==> src/rtl/s2cif_call_arb_if.sv <==
// Call/response channel between the arbiter and the s2cif bridge.
// Latency: none, plain wires grouped with direction views.
// Backpressure: call_valid/call_ready handshake; rsp_valid is a strobe with no ready.
interface s2cif_call_arb_if #(
    parameter int DW = 32
);
    logic          call_valid;
    logic          call_ready;
    logic [7:0]    call_id;
    logic [7:0]    call_fn;
    logic [DW-1:0] call_data;
    logic          rsp_valid;
    logic [31:0]   rsp_ret;
    logic [DW-1:0] rsp_data;

    // Arbiter side: presents calls, consumes responses.
    modport master (
        output call_valid, call_id, call_fn, call_data,
        input  call_ready, rsp_valid, rsp_ret, rsp_data
    );

    // Bridge side: accepts calls, produces responses.
    modport slave (
        input  call_valid, call_id, call_fn, call_data,
        output call_ready, rsp_valid, rsp_ret, rsp_data
    );
endinterface

==> src/rtl/s2cif_call_arb.sv <==
// Round-robin sharing of one s2cif call channel among NREQ requesters, one call in flight.
// Latency: call_valid 1 cycle after an eligible req; done 1 cycle after rsp_valid (>=3 cycles/call).
// Backpressure: call held stable until call_ready; requesters wait (req level) until gnt.
module s2cif_call_arb #(
    parameter int NREQ    = 4,
    parameter int DW      = 32,
    parameter int ID_BASE = 0,
    parameter int TO_CYC  = 255
) (
    input  logic               clk,
    input  logic               rst,
    input  logic [NREQ-1:0]    req,
    input  logic [NREQ*8-1:0]  req_fn,
    input  logic [NREQ*DW-1:0] req_data,
    input  logic [NREQ-1:0]    eod_clr,
    output logic [NREQ-1:0]    gnt,
    output logic [NREQ-1:0]    done,
    output logic [31:0]        done_ret,
    output logic [DW-1:0]      done_data,
    output logic [NREQ-1:0]    eod,
    output logic               err,
    output logic [7:0]         err_id,
    s2cif_call_arb_if.master   bus
);
    localparam int IW = (NREQ > 1) ? $clog2(NREQ) : 1;

    typedef enum logic [1:0] {IDLE, ISSUE, WAIT} state_t;

    state_t          state;
    logic [IW-1:0]   ptr;
    logic [IW-1:0]   idx;
    logic [IW-1:0]   pick;
    logic [IW-1:0]   nxt_ptr;
    logic            any;
    logic [15:0]     cnt;
    logic [NREQ-1:0] elig;

    function automatic logic [NREQ-1:0] onehot(input logic [IW-1:0] i);
        logic [NREQ-1:0] v;
        v    = '0;
        v[i] = 1'b1;
        return v;
    endfunction

    assign elig = req & ~eod;

    // Pick the first eligible requester at or after the pointer, wrapping around.
    always_comb begin
        any  = 1'b0;
        pick = '0;
        for (int k = NREQ - 1; k >= 0; k--) begin
            if (elig[(int'(ptr) + k) % NREQ]) begin
                any  = 1'b1;
                pick = IW'((int'(ptr) + k) % NREQ);
            end
        end
        nxt_ptr = (int'(idx) == NREQ - 1) ? '0 : idx + 1'b1;
    end

    // Sequencer: grant, issue, wait for response or timeout, report back.
    always_ff @(posedge clk or posedge rst) begin
        if (rst) begin
            state          <= IDLE;
            ptr            <= '0;
            idx            <= '0;
            cnt            <= '0;
            gnt            <= '0;
            done           <= '0;
            done_ret       <= '0;
            done_data      <= '0;
            eod            <= '0;
            err            <= 1'b0;
            err_id         <= '0;
            bus.call_valid <= 1'b0;
            bus.call_id    <= '0;
            bus.call_fn    <= '0;
            bus.call_data  <= '0;
        end else begin
            gnt  <= '0;
            done <= '0;
            eod  <= eod & ~eod_clr;
            case (state)
                IDLE: begin
                    if (any) begin
                        idx            <= pick;
                        gnt            <= onehot(pick);
                        bus.call_valid <= 1'b1;
                        bus.call_id    <= 8'(ID_BASE + int'(pick));
                        bus.call_fn    <= req_fn[pick*8 +: 8];
                        bus.call_data  <= req_data[pick*DW +: DW];
                        state          <= ISSUE;
                    end
                end
                ISSUE: begin
                    if (bus.call_ready) begin
                        bus.call_valid <= 1'b0;
                        cnt            <= '0;
                        state          <= WAIT;
                    end
                end
                WAIT: begin
                    // A response arriving on the timeout cycle takes priority.
                    if (bus.rsp_valid) begin
                        done      <= onehot(idx);
                        done_ret  <= bus.rsp_ret;
                        done_data <= bus.rsp_data;
                        if (bus.rsp_ret[31]) begin
                            // Set beats a same-cycle clear.
                            eod <= (eod & ~eod_clr) | onehot(idx);
                        end else if (|bus.rsp_ret) begin
                            err <= 1'b1;
                            if (!err) err_id <= bus.call_id;
                        end
                        ptr   <= nxt_ptr;
                        state <= IDLE;
                    end else if (cnt == 16'(TO_CYC - 1)) begin
                        done      <= onehot(idx);
                        done_ret  <= 32'd1;
                        done_data <= '0;
                        err       <= 1'b1;
                        if (!err) err_id <= bus.call_id;
                        ptr   <= nxt_ptr;
                        state <= IDLE;
                    end else begin
                        cnt <= cnt + 16'd1;
                    end
                end
                default: state <= IDLE;
            endcase
        end
    end
endmodule

==> src/flat_wrapper.sv <==
// flat-port wrapper written by rule: the top's interface ports become plain ports
module s2cif_call_arb_flat 
#(
    parameter int NREQ    = 4,
    parameter int DW      = 32,
    parameter int ID_BASE = 0,
    parameter int TO_CYC  = 255
)
  (clk, rst, req, req_fn, req_data, eod_clr, gnt, done, done_ret, done_data, eod, err, err_id, bus_call_valid, bus_call_id, bus_call_fn, bus_call_data, bus_call_ready, bus_rsp_valid, bus_rsp_ret, bus_rsp_data);
  s2cif_call_arb_if #(.DW(DW)) bus_i ();
  input  logic clk;
  input  logic rst;
  input  logic [NREQ-1:0] req;
  input  logic [NREQ*8-1:0] req_fn;
  input  logic [NREQ*DW-1:0] req_data;
  input  logic [NREQ-1:0] eod_clr;
  output logic [NREQ-1:0] gnt;
  output logic [NREQ-1:0] done;
  output logic [31:0] done_ret;
  output logic [DW-1:0] done_data;
  output logic [NREQ-1:0] eod;
  output logic err;
  output logic [7:0] err_id;
  output wire logic [$bits(bus_i.call_valid)-1:0] bus_call_valid;
  output wire logic [$bits(bus_i.call_id)-1:0] bus_call_id;
  output wire logic [$bits(bus_i.call_fn)-1:0] bus_call_fn;
  output wire logic [$bits(bus_i.call_data)-1:0] bus_call_data;
  input wire logic [$bits(bus_i.call_ready)-1:0] bus_call_ready;
  input wire logic [$bits(bus_i.rsp_valid)-1:0] bus_rsp_valid;
  input wire logic [$bits(bus_i.rsp_ret)-1:0] bus_rsp_ret;
  input wire logic [$bits(bus_i.rsp_data)-1:0] bus_rsp_data;
  assign bus_call_valid = bus_i.call_valid;
  assign bus_call_id = bus_i.call_id;
  assign bus_call_fn = bus_i.call_fn;
  assign bus_call_data = bus_i.call_data;
  assign bus_i.call_ready = bus_call_ready;
  assign bus_i.rsp_valid = bus_rsp_valid;
  assign bus_i.rsp_ret = bus_rsp_ret;
  assign bus_i.rsp_data = bus_rsp_data;
  s2cif_call_arb #(.NREQ(NREQ), .DW(DW), .ID_BASE(ID_BASE), .TO_CYC(TO_CYC)) u_core (.clk(clk), .rst(rst), .req(req), .req_fn(req_fn), .req_data(req_data), .eod_clr(eod_clr), .gnt(gnt), .done(done), .done_ret(done_ret), .done_data(done_data), .eod(eod), .err(err), .err_id(err_id), .bus(bus_i));
endmodule
==> config.mk <==
export PLATFORM = sky130hd
export DESIGN_NAME = s2cif_call_arb_flat
export DESIGN_NICKNAME = d
export VERILOG_FILES = /design/src/rtl/s2cif_call_arb_if.sv /design/src/rtl/s2cif_call_arb.sv /design/src/flat_wrapper.sv
export SDC_FILE = /design/constraint.sdc
export NUM_CORES = 1
export LEC_CHECK = 0
export ABC_AREA = 1
export CORE_MARGIN = 1.5
export CORE_UTILIZATION = 37
export CTS_CLUSTER_SIZE = 8
export DETAILED_ROUTE_END_ITERATION = 8
export GPL_ROUTABILITY_DRIVEN = 0
export PLACE_DENSITY = 0.77
export SETUP_SLACK_MARGIN = 0.2
export SLEW_MARGIN = 20
export SYNTH_ARGS = -nofsm -noshare
export SYNTH_HDL_FRONTEND = slang
export SYNTH_SLANG_ARGS = --single-unit
==> constraint.sdc <==
create_clock -name clk -period 4.8 [get_ports clk]
set_input_delay 0.96 -clock clk [delete_from_list [all_inputs] [get_ports clk]]
set_output_delay 0.96 -clock clk [all_outputs]
set_load 0.05 [all_outputs]
==> reports/metrics.cfg <==
[route]
drcViolationCount = 0
top_layer = met4
wl_met1_um = 10200
drtIter0Drc = 396
via_count = 7883
drtAntennaViolNets = 0
dr.pass1.iters = 5
wl_per_cell_um = 15.8
wl_met2_um = 12800
dr_wl_met3_um = 1550
drt-total-wl_um = 25200
vias_per_cell = 4.93

[hold_path]
hp-start = u_core.done_ret[9]$_DFFE_PP0P_
min-delay-path-class = register to register

[die]
initial_core_util_pct = 37.7
dieArea_um2 = 21500
io_pins = 370
fp-row-count = 52
dieHeight_um = 147
core_region_area_um2 = 20200
die-width_um = 147

[placement]
dpl.hpwl_um = 18400
dp_cells = 1567
numPortBuffers = 357

[worst_setup_path]
criticalPathCategory = primary input to register
crit_path_end_kind = register
cp-start-kind = primary input
cp_max_fo = 70
required_ps = 5160
r2r-start = u_core.ptr[0]$_DFFE_PP0P_
cp.arrival_ps = 4010
crit_start = req[2]

[synth]
ys_seq_elements = 142
synth_cell_types = 32
synth_area_um2 = 7630
synth_edf_count = 0
yosysSeqAreaShare_pct = 46.6
avgSynthCellArea_um2 = 7.74
async_reset_ff_share_pct = 100
synthCells = 986
synthFlopType = dfrtp_1
ys_warn_count = 0

[cells_and_area]
multi_input_area_um2 = 3370
nets = 1558
fillers = 1798
fin_util_pct = 58.8
antennaDiodeCount = 0
register_area_um2 = 3550
layout-drive-gt1-share_pct = 4.06
final_cells = 1599
area_growth_syn_to_layout_pct = 56.1

[power]
ir_drop_mv = 0.402
p_switching_mw = 4.61
power_frac_seq_pct = 22.0
p_clk_share_pct = 15.1
combPwrFrac_pct = 62.9
power_leakage_nw = 5.75
swShare_pct = 52.3
internal_power_mw = 4.20
p_per_area_nw_per_um2 = 740

[sta]
max-slew-margin-rel_pct = 32.5
rsz0062_at_grt = false
setup_viol = 0
tightest_slew_ps = 1010
post-route-period-util_pct = 76.1
fin_tns_setup_ps = 0
final.min_clock_period_ps = 3660
drv_slew = 0
finalHoldViolCount = 0
skew_ps = 10.5
fmax_mhz = 274

[clocking]
cts.sinks = 142
h-tree-depth = 4
clkLatencyLatePin_ps = 420
cts_setup_buffers = 0
cts-resized-gates = 0
numCtsBuffers = 17
cts_hold_buf = 0
cts-root-buf = clkbuf_16
cts_tree = yes
cts_buffer_depth = 2
path_clk_slew_ps = 60

[global_routing]
grt_use_total_pct = 23.5
grt.overflow.total = 0
grt_max_degree = 71
grt_pass1_wl_um = 40300
grt_pass1_vias = 7762
antenna_found_initial = 0

[status]
outcome = completed

[flow_run]
maxCapViolCount = 0

[power groups by stage]
stage / Combinational, mW / Sequential [mW] / Clock, mW
2_1_floorplan: 2.54 / 3.40 / 0
3_3_place_gp: 5.51 / 1.94 / 0
3_5_place_dp: 5.58 / 1.95 / 0
4_1_cts: 5.60 / 1.94 / 1.36
5_1_grt: 6.04 / 1.99 / 1.40
6_report: 5.54 / 1.94 / 1.33
[critical path: stages]
cell and delay, ps:
clkdlybuf4s50_1 490, nand3_1 80, nand2_1 130, nand2_1 80, nand2_1 90, inv_1 40
nand2_1 90, nand3_4 420, nand2_2 470, buf_4 640, nand2_1 110, nand2_1 90
nand2_1 50, nand2_1 90, nand2_1 60, nand2_1 70
[per-layer routing]
metal | vias to the layer above | global-route usage, %
met2 | 311 | 41.6
met3 | 44 | 4.81
met4 | 0 | 8.79
met5 | - | 0
li1 | 3823 | -
met1 | 3705 | 28.1
[state kept, by name (all words and copies together), names as in the netlist]
name / flops
u_core.gnt: 4
u_core.bus.call_data: 32
u_core.bus.call_valid: 1
u_core.ptr: 2
u_core.eod: 4
u_core.err_id: 2
u_core.done_data: 32
u_core.done: 4
u_core.err: 1
u_core.bus.call_fn: 8
u_core.state: 2
u_core.idx: 2
u_core.done_ret: 32
u_core.cnt: 16
[cell type report]
cell class / count / area share, %
Clock buffer: 17 / 3.57
Clock inverter: 15 / 1.46
Sequential cell: 142 / 29.9
Multi-Input combinational cell: 686 / 28.3
Inverter: 104 / 3.31
Tap cell: 270 / 2.84
Timing Repair Buffer: 365 / 30.6
[cells in the mapped netlist, types with 11 or more instances]
library cell | instances | area share (%)
buf_4 | 16 | 1.6
dfrtp_1 | 142 | 47
a22o_1 | 54 | 6.2
clkbuf_1 | 23 | 1.1
nand4_1 | 11 | 0.90
nand3b_1 | 22 | 2.2
buf_2 | 17 | 1.1
nand3_1 | 126 | 8.3
o21ai_0 | 17 | 1.1
nand2_1 | 364 | 18
inv_1 | 98 | 4.8
nor2_1 | 25 | 1.2
[cells by family after synthesis]
family | Yosys count | synth area share [%]
simple gates | 570 | 32.4
buf+inv | 169 | 10.0
flops | 142 | 46.6
other cells | 1 | 0.0492
compound gates | 89 | 8.89
fa+ha+maj | 6 | 0.984
xor+xnor | 9 | 1.03
[cells in the final DEF, fill, tap and decap left out, types with 3 or more instances in the layout]
cell type,n
clkinv_4,5
ha_1,6
nand4_1,11
nor3_1,9
xor2_1,7
buf_4,7
nand3b_1,22
clkdlybuf4s50_1,357
inv_8,4
clkbuf_16,17
conb_1,12
o21ai_0,17
a22o_1,54
inv_1,97
inv_2,4
nand2_2,3
nand2_1,363
nor4_1,8
o31ai_1,7
nand3_1,126
nor2_1,24
dfrtp_1,142
a21oi_1,4
o22ai_1,4
[stage by stage]
stage,hold WS [ps],worst slack (ps),power [mW],instance area [um2]
6_report,474,1140,8.81,11900
5_1_grt,500,820,9.43,11900
4_1_cts,475,1170,8.89,11900
3_5_place_dp,458,735,7.53,11300
3_3_place_gp,456,844,7.45,11300
2_1_floorplan,452,2060,5.94,7670
[final timing paths]
check | to | slack (ps) | depth (start not counted)
min in group asynchronous | u_core.cnt[2]$_DFFE_PP0P_ | 1050 | 2
worst max register to register | u_core.bus.call_data[2]$_DFFE_PP0P_ | 1510 | 16
max in group asynchronous | u_core.bus.call_data[16]$_DFFE_PP0P_ | 2720 | 3
worst min-delay path | u_core.done_ret[9]$_DFFE_PP0P_ | 470 | 2
worst min register to register | u_core.done_ret[9]$_DFFE_PP0P_ | 470 | 2
worst max-delay path | u_core.bus.call_data[2]$_DFFE_PP0P_ | 1140 | 16
No activity file was read; power rests on OpenSTA's default activity.
